File: config.mk
export PLATFORM = sky130hd
export DESIGN_NAME = uart_word_deframer_flat
export DESIGN_NICKNAME = d
export VERILOG_FILES = /design/src/rtl/uart_word_deframer_pkg.sv /design/src/rtl/uart_word_deframer_if.sv /design/src/rtl/uart_word_deframer_word_out_reg.sv /design/src/rtl/uart_word_deframer.sv /design/src/flat_wrapper.sv
export SDC_FILE = /design/constraint.sdc
export NUM_CORES = 1
export LEC_CHECK = 0
export BUFFER_PORTS_ARGS = -buffer_cell sky130_fd_sc_hd__buf_4
export CAP_MARGIN = 5
export CELL_PAD_IN_SITES_DETAIL_PLACEMENT = 1
export CELL_PAD_IN_SITES_GLOBAL_PLACEMENT = 2
export CORE_ASPECT_RATIO = 1.25
export CORE_MARGIN = 1.5
export CORE_UTILIZATION = 40
export DETAILED_ROUTE_END_ITERATION = 12
export GPL_ROUTABILITY_DRIVEN = 0
export GPL_TIMING_DRIVEN = 0
export PLACE_DENSITY = 0.86
export SYNTH_ARGS = -nofsm -noshare
export SYNTH_HDL_FRONTEND = slang
export SYNTH_SLANG_ARGS = --single-unit
File: constraint.sdc
create_clock -name sysclk -period 4.2 [get_ports sysclk]
set_clock_uncertainty 0.05 [all_clocks]
set_input_delay 0.21 -clock sysclk [delete_from_list [all_inputs] [get_ports sysclk]]
set_output_delay 0.21 -clock sysclk [all_outputs]
set_load 0.01 [all_outputs]
File: src/rtl/uart_word_deframer_pkg.sv
// Shared definitions for the UART word deframer.
//   state_t            : frame-parser state encoding
//   SYNC_BYTE_DEFAULT  : default frame header value
//   timeout_width()    : bit width needed to count up to a timeout limit
package uart_word_deframer_pkg;

  typedef enum logic [1:0] {
    HUNT    = 2'b00,
    PAYLOAD = 2'b01,
    CHECK   = 2'b10
  } state_t;

  localparam logic [7:0] SYNC_BYTE_DEFAULT = 8'hA5;

  function automatic int timeout_width(input int timeout_cyc);
    return $clog2(timeout_cyc + 1);
  endfunction

endpackage

File: src/rtl/uart_word_deframer_if.sv
// Byte-in / word-out bus of the UART word deframer.
//   rx_data, rx_done      : received byte and its one-cycle strobe
//   word_data, word_valid : assembled word and its "unread" flag
//   word_ready            : consumer accepts when word_valid && word_ready
// master = the deframer, slave = the surrounding UART RX plus word consumer.
interface uart_word_deframer_if;
  logic [7:0]  rx_data;
  logic        rx_done;
  logic [31:0] word_data;
  logic        word_valid;
  logic        word_ready;

  modport master (
    input  rx_data, rx_done, word_ready,
    output word_data, word_valid
  );

  modport slave (
    output rx_data, rx_done, word_ready,
    input  word_data, word_valid
  );
endinterface

File: src/rtl/uart_word_deframer_word_out_reg.sv
// One-deep valid/ready holding register with overrun detection.
//   sysclk, rst_n : clock, asynchronous active-low reset
//   commit        : load commit_data this cycle (a good frame just ended)
//   commit_data   : word to load
//   ready         : consumer accept
//   data, valid   : held word and its unread flag
//   overrun       : sticky, a commit arrived while an unread word was held
module uart_word_deframer_word_out_reg (
  input  logic        sysclk,
  input  logic        rst_n,
  input  logic        commit,
  input  logic [31:0] commit_data,
  input  logic        ready,
  output logic [31:0] data,
  output logic        valid,
  output logic        overrun
);

  logic accept;
  assign accept = valid && ready;

  // NOTE: state updates use non-blocking assignments so every register in
  // the block samples the pre-edge values, independent of statement order.
  always_ff @(posedge sysclk or negedge rst_n) begin
    if (!rst_n) begin
      data    <= '0;
      valid   <= 1'b0;
      overrun <= 1'b0;
    end else begin
      // A word leaving this cycle frees the slot for a commit in the same
      // cycle, so the register never stalls a back-to-back stream.
      if (commit && (!valid || accept)) begin
        data  <= commit_data;
        valid <= 1'b1;
      end else if (accept) begin
        valid <= 1'b0;
      end
      // The held word wins; the incoming one is dropped and flagged.
      if (commit && valid && !accept) begin
        overrun <= 1'b1;
      end
    end
  end

endmodule

File: src/rtl/uart_word_deframer.sv
// Rebuilds multi-byte words from a UART RX byte stream.
// Frame: SYNC_BYTE, NBYTES payload bytes LSB first, XOR checksum of payload.
//   sysclk, rst_n : clock, asynchronous active-low reset
//   bus (master)  : rx_data/rx_done in, word_data/word_valid/word_ready out
//   crc_err       : one-cycle pulse on checksum mismatch
//   timeout_err   : one-cycle pulse when a frame stalls too long between bytes
//   overrun       : sticky, a good frame completed while a word was unread
//   busy          : parser is inside a frame
module uart_word_deframer
  import uart_word_deframer_pkg::*;
#(
  parameter int         CLK_FREQ    = 12_000_000,
  parameter int         NBYTES      = 4,
  parameter logic [7:0] SYNC_BYTE   = SYNC_BYTE_DEFAULT,
  parameter int         TIMEOUT_CYC = 12_000
) (
  input  logic                 sysclk,
  input  logic                 rst_n,
  uart_word_deframer_if.master bus,
  output logic                 crc_err,
  output logic                 timeout_err,
  output logic                 overrun,
  output logic                 busy
);

  // The inter-byte gap is never allowed to exceed one second of sysclk,
  // which also bounds the timer width for any parameter combination.
  localparam int TMO_LIMIT = (TIMEOUT_CYC < CLK_FREQ) ? TIMEOUT_CYC : CLK_FREQ;
  localparam int TMR_W     = timeout_width(TMO_LIMIT);
  localparam int IDX_W     = 2;

  state_t           state;
  logic [IDX_W-1:0] idx;
  logic [7:0]       acc;
  logic [TMR_W-1:0] timer;
  logic [3:0][7:0]  slots;     // slots[0] lands in word bits 7:0
  logic             commit;
  logic             timer_done;

  // Combinational so the word register loads on the checksum strobe edge,
  // giving word_valid one cycle after the checksum byte.
  assign commit     = (state == CHECK) && bus.rx_done && (bus.rx_data == acc);
  assign timer_done = (timer == TMR_W'(TMO_LIMIT));
  assign busy       = (state != HUNT);

  always_ff @(posedge sysclk or negedge rst_n) begin
    if (!rst_n) begin
      state       <= HUNT;
      idx         <= '0;
      acc         <= '0;
      timer       <= '0;
      // NOTE: the byte slots are reset too; slots above NBYTES are never
      // written afterwards, so this is what makes unused word bits read 0.
      slots       <= '0;
      crc_err     <= 1'b0;
      timeout_err <= 1'b0;
    end else begin
      crc_err     <= 1'b0;
      timeout_err <= 1'b0;
      case (state)
        HUNT: begin
          timer <= '0;
          if (bus.rx_done && bus.rx_data == SYNC_BYTE) begin
            state <= PAYLOAD;
            idx   <= '0;
            acc   <= '0;
          end
        end
        PAYLOAD: begin
          // A byte arriving on the terminal count is still taken.
          if (bus.rx_done) begin
            slots[idx] <= bus.rx_data;
            acc        <= acc ^ bus.rx_data;
            idx        <= idx + 1'b1;
            timer      <= '0;
            if (idx == IDX_W'(NBYTES - 1)) state <= CHECK;
          end else if (timer_done) begin
            timeout_err <= 1'b1;
            timer       <= '0;
            state       <= HUNT;
          end else begin
            timer <= timer + 1'b1;
          end
        end
        CHECK: begin
          if (bus.rx_done) begin
            crc_err <= (bus.rx_data != acc);
            timer   <= '0;
            state   <= HUNT;
          end else if (timer_done) begin
            timeout_err <= 1'b1;
            timer       <= '0;
            state       <= HUNT;
          end else begin
            timer <= timer + 1'b1;
          end
        end
        default: state <= HUNT;
      endcase
    end
  end

  uart_word_deframer_word_out_reg u_word_out_reg (
    .sysclk      (sysclk),
    .rst_n       (rst_n),
    .commit      (commit),
    .commit_data (slots),
    .ready       (bus.word_ready),
    .data        (bus.word_data),
    .valid       (bus.word_valid),
    .overrun     (overrun)
  );

endmodule

File: src/flat_wrapper.sv
// flat-port wrapper written by rule: the top's interface ports become plain ports
module uart_word_deframer_flat import uart_word_deframer_pkg::*;
#(
  parameter int         CLK_FREQ    = 12_000_000,
  parameter int         NBYTES      = 4,
  parameter logic [7:0] SYNC_BYTE   = SYNC_BYTE_DEFAULT,
  parameter int         TIMEOUT_CYC = 12_000
)
  (sysclk, rst_n, crc_err, timeout_err, overrun, busy, bus_rx_data, bus_rx_done, bus_word_ready, bus_word_data, bus_word_valid);
  uart_word_deframer_if bus_i ();
  input  logic sysclk;
  input  logic rst_n;
  output logic crc_err;
  output logic timeout_err;
  output logic overrun;
  output logic busy;
  input wire logic [$bits(bus_i.rx_data)-1:0] bus_rx_data;
  input wire logic [$bits(bus_i.rx_done)-1:0] bus_rx_done;
  input wire logic [$bits(bus_i.word_ready)-1:0] bus_word_ready;
  output wire logic [$bits(bus_i.word_data)-1:0] bus_word_data;
  output wire logic [$bits(bus_i.word_valid)-1:0] bus_word_valid;
  assign bus_i.rx_data = bus_rx_data;
  assign bus_i.rx_done = bus_rx_done;
  assign bus_i.word_ready = bus_word_ready;
  assign bus_word_data = bus_i.word_data;
  assign bus_word_valid = bus_i.word_valid;
  uart_word_deframer #(.CLK_FREQ(CLK_FREQ), .NBYTES(NBYTES), .SYNC_BYTE(SYNC_BYTE), .TIMEOUT_CYC(TIMEOUT_CYC)) u_core (.sysclk(sysclk), .rst_n(rst_n), .bus(bus_i), .crc_err(crc_err), .timeout_err(timeout_err), .overrun(overrun), .busy(busy));
endmodule
==> results of run 1 <==
through the flow:
stage | area [sq um] | hold WS, ns | util [%] | instances | total power [mW]
floorplan | 4270 | -0.136 | - | 348 | 1.48
global placement | 4770 | 0.418 | 45.4 | 525 | 1.60
detailed placement | 4770 | 0.418 | 45.4 | 525 | 1.64
CTS | 5060 | 0.114 | 48.1 | 541 | 2.43
global route | 5060 | 0.152 | 48.1 | 541 | 2.53
finish | 5060 | 0.0671 | 48.1 | 541 | 2.40
how the worst min path moves through the flow:
stage	from	end	slack, ns
floorplan	rst_n	u_core.acc[0]	-0.14
global placement	u_core.u_word_out_reg.overrun	u_core.u_word_out_reg.overrun	0.42
detailed placement	u_core.u_word_out_reg.overrun	u_core.u_word_out_reg.overrun	0.42
CTS	rst_n	u_core.u_word_out_reg.data[2]	0.11
global route	bus_word_ready	u_core.u_word_out_reg.valid	0.15
finish	rst_n	u_core.u_word_out_reg.data[2]	0.07
synthesized netlist by cell type, types with 2 or more instances:
cell type	n	area share, %
a21o_1	2	0.35
a21oi_1	13	1.5
a221o_1	2	0.47
a22o_1	4	0.82
a31o_2	4	0.82
and2_1	2	0.29
buf_2	2	0.23
clkbuf_1	10	0.88
dfrtp_1	94	55
ha_1	10	2.9
inv_1	10	0.88
mux2_2	64	17
mux2i_1	4	0.94
nand2_1	22	1.9
nand2b_1	9	1.3
nand3_1	8	0.94
nand4_1	3	0.44
nand4b_1	5	1.0
nor2_1	18	1.6
nor2b_1	3	0.44
nor3_1	7	0.82
nor4_1	5	0.73
o21ai_0	7	0.82
or3_1	4	0.59
or4_1	3	0.53
xnor2_1	6	1.2
xor2_1	10	2.1
layer usage:
layer / global-route usage (%) / up-vias
met5: 0 / -
met4: 4.96 / 0
met3: 4.95 / 9
met2: 34.7 / 41
met1: 23.4 / 1502
li1: - / 1346
logic make-up after synthesis:
kind of cell | count (synthesis) | synth area share, %
and+or+nand+nor | 95 | 11.9
buffers and inverters | 24 | 2.34
muxes | 68 | 17.8
adders and majority gates | 10 | 2.93
AOI/OAI and AO/OA | 41 | 6.59
DFF | 94 | 55.1
xor gates and xnor gates | 16 | 3.28
worst max-delay path, delay by kind of cell, from the launching register on:
family,cells,cell delay (ns)
buffers and inverters,1,0.39
muxes,1,0.36
xor gates and xnor gates,1,0.18
and+or+nand+nor,2,0.96
DFF,1,0.43
power groups by stage:
stage	Clock, mW	Sequential [mW]	Combinational (mW)
after global routing	0.829	1.19	0.515
after global placement	0	1.17	0.437
final	0.781	1.17	0.456
after CTS	0.800	1.17	0.466
after detailed placement	0	1.18	0.460
after floorplan	0	1.15	0.338
final cells by class:
cell class	count	area, sq um	share of cell area, %
Tap cell	132	165	3.27
Multi-Input combinational cell	230	1820	35.9
Sequential cell	94	2350	46.5
Timing Repair Buffer	45	338	6.68
Clock inverter	5	42.5	0.841
Buffer	14	62.6	1.24
Inverter	10	37.5	0.742
Clock buffer	11	243	4.80
sequential cells by signal, indices dropped and copies added, names as in the netlist:
register,count
u_core.timeout_err,1
u_core.u_word_out_reg.valid,1
u_core.timer,14
u_core.crc_err,1
u_core.acc,8
u_core.slots,32
u_core.u_word_out_reg.overrun,1
u_core.state,2
u_core.idx,2
u_core.u_word_out_reg.data,32
==> impl_results.md, run 1 <==
- Post-synthesis cell type count: 44
- Die Area: 11,300 sq um
- Post-CTS Repair Setup Buffers: 0
- Setup TNS: 0 ns
- I/O Buffers: between 40 and 50
- Mapped Area: between 4000 and 5000 sq um
- Critical path type: flip-flop to flip-flop
- Die width: 95.4 microns
- Die Y: 119 microns
- Part of the power in combinational logic: 18.9%
- Power density over cell area: 475 nW/um^2
- Avg Inst Size Synth: 12.3 sq um
- CP startpoint: u_core.acc[5]
- Highest metal used: met4
- Max clock buf depth: 2
- Outcome: complete, no violations
- DRT Pass-1 Iters: 4
- H-tree depth: 3
- Setup crit end: u_core.u_word_out_reg.data[26]
- Post-cts gate resize count: 0
- Internal power: 1.70 mW
- # clock sinks: 94
- WL/cell: 18.5 microns
- Crit path cell chain: xor2_1 -> nor4_1 -> nand4_1 -> clkbuf_1 -> mux2_2
- CP Launch Type: flip-flop
- R2R setup slack: 1.72 ns
- Root Buffer: clkbuf_16
- Hold-fix buffers at CTS: 0
- Routed wire length: 10,000 microns
- Wire length on met1: approximately 4200 microns
- Global route overflow: 0
- Sw frac: 29.1%
- Part of the power in the clock network: 32.5%
- Number of global-route vias before repair: 3,188
- CTS buffer count: 9
- Initial Util: 40.6%
- Yosys warns: 0
- Reg2reg start: u_core.acc[5]
- Commonest cells after routing, fill and taps aside: dfrtp_1, mux2_2, buf_4
- Final min period: about 2.5 ns
- Met2 wire len: between 5000 and 6000 microns
- Sequential element share of the synthesized area: 55.1%
- Clk_lat worst skew: 0.34 ns
- Max-Slew Margin vs Limit: between 20% and 30%
- Reg2reg end: u_core.u_word_out_reg.data[26]
- Filler cell count in the final layout: roughly 1,100
- Worst Hold Class: primary input to asynchronous set/reset pin
- WP data required: 4.37 ns
- Layout cell share with drive strength beyond 1: about a third
- Ys flop type: dfrtp_1
- Sequential Power Share: 48.6%
- Register bit total from synthesis: 94
- Number of antenna repair diodes: 0
- Hold Fails Final Rpt: 0
- Synth-to-layout area growth: 18.5%
- CP max FO: 10
- RSZ-0062 raised after global routing: no
- P_sw: 0.700 mW
- Largest net degree at the start of global routing: 95
- Initial antenna violation count: 0
- FP Rows: 42
- IR drop worst, VDD: 0.000273 V
- Final Max Tran Viols: 0
- Global-route total usage across every layer: 19.6%
- Async S/R FF share, synth: 100%
- FF-to-FF path depth: 5
- Met3 WL: approximately 360 microns
- Commonest non-fill, non-tap cell in the layout: dfrtp_1
- Detail Placement HPWL: 6790 microns
- Final period util: roughly three fifths
- First-pass GRT wire length: ~17,000 microns
- CP max-delay cell: nor4_1
- Least-Margin Pin Slew: 1.19 ns
- Core ar.: between 10,000 and 15,000 sq um
- Via count: between 2,000 and 3,000
- Pre-CTS setup slack: 1.66 ns
- Nets: 426
- Initial DRC Count: 116
- Syn Nets: between 300 and 400
- CTS clk-pin slew, worst paths: roughly 0.070 ns
- Top Ports: 49
- Final Setup Violations: 0
- Antenna-violating nets left: 0
- Vias per cell: 5.36
- Crit. End Element: flip-flop
- Number of max-cap violations: 0
- CTS tree: done
- DRC: 0
- Crit-path max cell delay: 0.56 ns
- Post-route setup slack: 1.72 ns
- Leak Pwr: 2.43 nW
- Max Freq: 0.403 GHz
- Post-synthesis cell count: 348
- Critical path arrival: 2.66 ns
- Post-synth EDFFs: 0
Note: power is estimated with default switching activity, not from simulation.
==> inputs of run 2 (changes only) <==
ABC_AREA = 1   (was unset)
CORE_UTILIZATION = 35   (was 40)
PLACE_DENSITY = 0.85   (was 0.86)
clock period = 2.4 ns   (was 4.2 ns; I/O delays follow)
==> impl_results.md, run 2 <==
- Outcome: complete, no violations
- Layout cell share with drive strength beyond 1: 15.0% (-18 points)
- Reg2reg end: u_core.u_word_out_reg.data[29]
- WL/cell: 15.0 microns (-19%)
- CTS clk-pin slew, worst paths: 0.07 ns (about the same)
- Seq. cell area: 2350 sq um (unchanged)
- Clk_lat worst skew: 0.34 ns (about the same)
- Reg2reg start: u_core.state[0]
- Final Setup Violations: 0 (unchanged)
- Sw frac: 33.2% (+4.1 points)
- Via count: 3,616 (+25%)
- RSZ-0062 raised after global routing: no
- Largest net degree at the start of global routing: 95 (unchanged)
- H-tree depth: 3 (unchanged)
- Global-route total usage across every layer: 19.1% (-0.55 points)
- Critical path type: flip-flop to flip-flop
- Yosys warns: 0 (unchanged)
- Antenna-violating nets left: 0 (unchanged)
- Root Buffer: clkbuf_16
- Final min period: 2.00 ns (-0.479 ns)
- Synth-to-layout area growth: 20.8%
- Post-synth EDFFs: 0 (unchanged)
- Post-synthesis cell count: 522 (+50%)
- Max Freq: 0.499 GHz (+24%)
- Commonest non-fill, non-tap cell in the layout: nand2_1
- R2R setup slack: 0.40 ns (-1.32 ns)
- Placed instance count: 734 (+40%)
- Power density over cell area: 908 nW/um^2 (+91%)
- Syn Nets: 544 (+47%)
- # clock sinks: 94 (unchanged)
- Top Ports: 49 (unchanged)
- DRT Pass-1 Iters: 4 (unchanged)
- Crit. End Element: flip-flop
- CTS buffer count: 9 (unchanged)
- Async S/R FF share, synth: 100% (unchanged)
- Top cells by count, synth: nand2_1, dfrtp_1, o21ai_0, inv_1, nand4_1
- Nets: 605 (+42%)
- Critical path arrival: 2.23 ns (-0.43 ns)
- Pre-CTS setup slack: 0.342 ns (-1.32 ns)
- Final period util: 83.5% (+24 points)
- Detail Placement HPWL: 8270 microns (+22%)
- Part of the power in the clock network: 30.4% (-2.1 points)
- P_sw: 1.58 mW (+130%)
- Routed wire length: 11,300 microns (+12%)
- Max-Slew Margin vs Limit: 60.9% (+40 points)
- Multi-input gate area: 1680 sq um (-7.5%)
- Post-route setup slack: 0.395 ns (-1.32 ns)
- Worst Hold Class: primary input to flip-flop
- Part of the power in combinational logic: 23.6% (+4.7 points)
- Core ar.: 12,100 sq um (+15%)
- Post-synth top area cell: dfrtp_1
- Global route overflow: 0 (unchanged)
- Regs by FF count: u_core.slots: 32 flops, u_core.u_word_out_reg.data: 32 flops, u_core.timer: 14 flops
- CP Launch Type: flip-flop
- DRC: 0 (unchanged)
- Count leader, synth: nand2_1
- Number of global-route vias before repair: 3,867 (+21%)
- Final Max Tran Viols: 0 (unchanged)
- Commonest cells after routing, fill and taps aside: nand2_1, dfrtp_1, buf_4
- Setup crit end: u_core.u_word_out_reg.data[29]
- Least-Margin Pin Slew: 0.587 ns (-0.601 ns)
- Ys flop type: dfrtp_1
- CTS tree: done
- CP startpoint: u_core.state[0]
- FP Rows: 45 (+7.1%)
- Internal power: 3.18 mW (+86%)
- Die Y: 127 microns (+7.5%)
- WP data required: 2.63 ns (-1.74 ns)
- Initial DRC Count: 150 (+29%)
- Mapped Area: 4340 sq um (+1.6%)
- Sequential element share of the synthesized area: 54.2% (-0.86 points)
- First-pass GRT wire length: 19,200 microns (+15%)
- Top cells by area, synth: dfrtp_1, nand2_1, o21ai_0, nand4_1, inv_1
- Number of max-cap violations: 0 (unchanged)
- Avg Inst Size Synth: 8.31 sq um (-32%)
- I/O Buffers: 48 (+6.7%)
- Post-Layout Cell Count: 751 (+39%)
- Die Area: 13,100 sq um (+16%)
- Max clock buf depth: 2 (unchanged)
- Yosys top cell area share: 54.2% (-0.86 points)
- Initial antenna violation count: 0 (unchanged)
- Hold Fails Final Rpt: 0 (unchanged)
- Initial Util: 35.8% (-4.8 points)
- IR drop worst, VDD: 0.000367 V (+35%)
- Setup TNS: 0 ns (unchanged)
- Filler cell count in the final layout: 1,459 (+30%)
- Register bit total from synthesis: 94 (unchanged)
- Die width: 103 microns (+7.5%)
- Hold_ws: 0.0749 ns (+0.00777 ns)
- Number of antenna repair diodes: 0 (unchanged)
- Sequential Power Share: 46.0% (-2.6 points)
- FF-to-FF path depth: 8 (+3)
- Leak Pwr: 2.73 nW (+12%)
- Vias per cell: 4.81 (-10%)
- Post-synthesis cell type count: 24 (-45%)
- CP max FO: 10 (unchanged)
run 2: worst min-delay path by stage:
| stage | cells after the start | start | endpoint |
|---|---|---|---|
| final | 4 | bus_rx_data[5] | u_core.acc[5] |
| after global routing | 3 | bus_rx_done | u_core.crc_err |
| after CTS | 1 | rst_n | u_core.acc[7] |
| after detailed placement | 1 | rst_n | u_core.u_word_out_reg.data[5] |
| after global placement | 1 | rst_n | u_core.u_word_out_reg.data[5] |
| after floorplan | 0 | rst_n | u_core.acc[0] |
run 2: cell type report:
class                           count  area share, %
Clock buffer                       10           4.56
Multi-Input combinational cell    359           32.1
Buffer                             19           2.22
Inverter                           50           3.58
Sequential cell                    94           44.9
Clock inverter                      5           1.12
Timing Repair Buffer               50           7.60
Tap cell                          164           3.92
run 2: cells by family after synthesis:
| logic type | count (synthesis) | share of synthesized area (%) |
|---|---|---|
| and+or+nand+nor | 286 | 27.8 |
| DFF | 94 | 54.2 |
| buffers and inverters | 69 | 7.01 |
| AOI/OAI and AO/OA | 57 | 6.81 |
| adders and majority gates | 10 | 2.89 |
| xor gates and xnor gates | 6 | 1.21 |
run 2: what timing repair did:
action,4_1_cts,5_1_grt
resized for setup,0,0
hold buffers,0,1
hold endpoints to repair,0,44
setup buffers,0,0
run 2: per-layer routing:
metal / wire (microns) / GRT usage [%] / up-vias
li1: - / - / 1791
met5: 0 / 0 / -
met4: 189 / 6.69 / 0
met1: 4810 / 22.6 / 1759
met2: 6030 / 34.2 / 53
met3: 251 / 3.28 / 13
run 2: stage by stage:
stage	area, sq um	total power, mW	utilization (%)
finish	5240	4.76	43.3
global route	5240	5.10	43.3
CTS	5200	4.82	43.0
global placement	4900	3.27	40.5
detailed placement	4900	3.34	40.5
floorplan	4340	2.92	-
run 2: critical path, stage by stage, from the launching register on:
cell and delay (ns):
dfrtp_1 0.39, inv_1 0.08, ha_1 0.24, nand2_1 0.12, clkinv_1 0.25, nand4_1 0.37, buf_2 0.28, nand2_1 0.08
nand2_1 0.08
run 2: power groups by stage:
stage	Sequential [mW]	Combinational (mW)	Clock, mW
2_1_floorplan	2.15	0.775	0
3_3_place_gp	2.19	1.08	0
3_5_place_dp	2.21	1.13	0
4_1_cts	2.18	1.14	1.49
5_1_grt	2.24	1.33	1.54
6_report	2.19	1.12	1.45
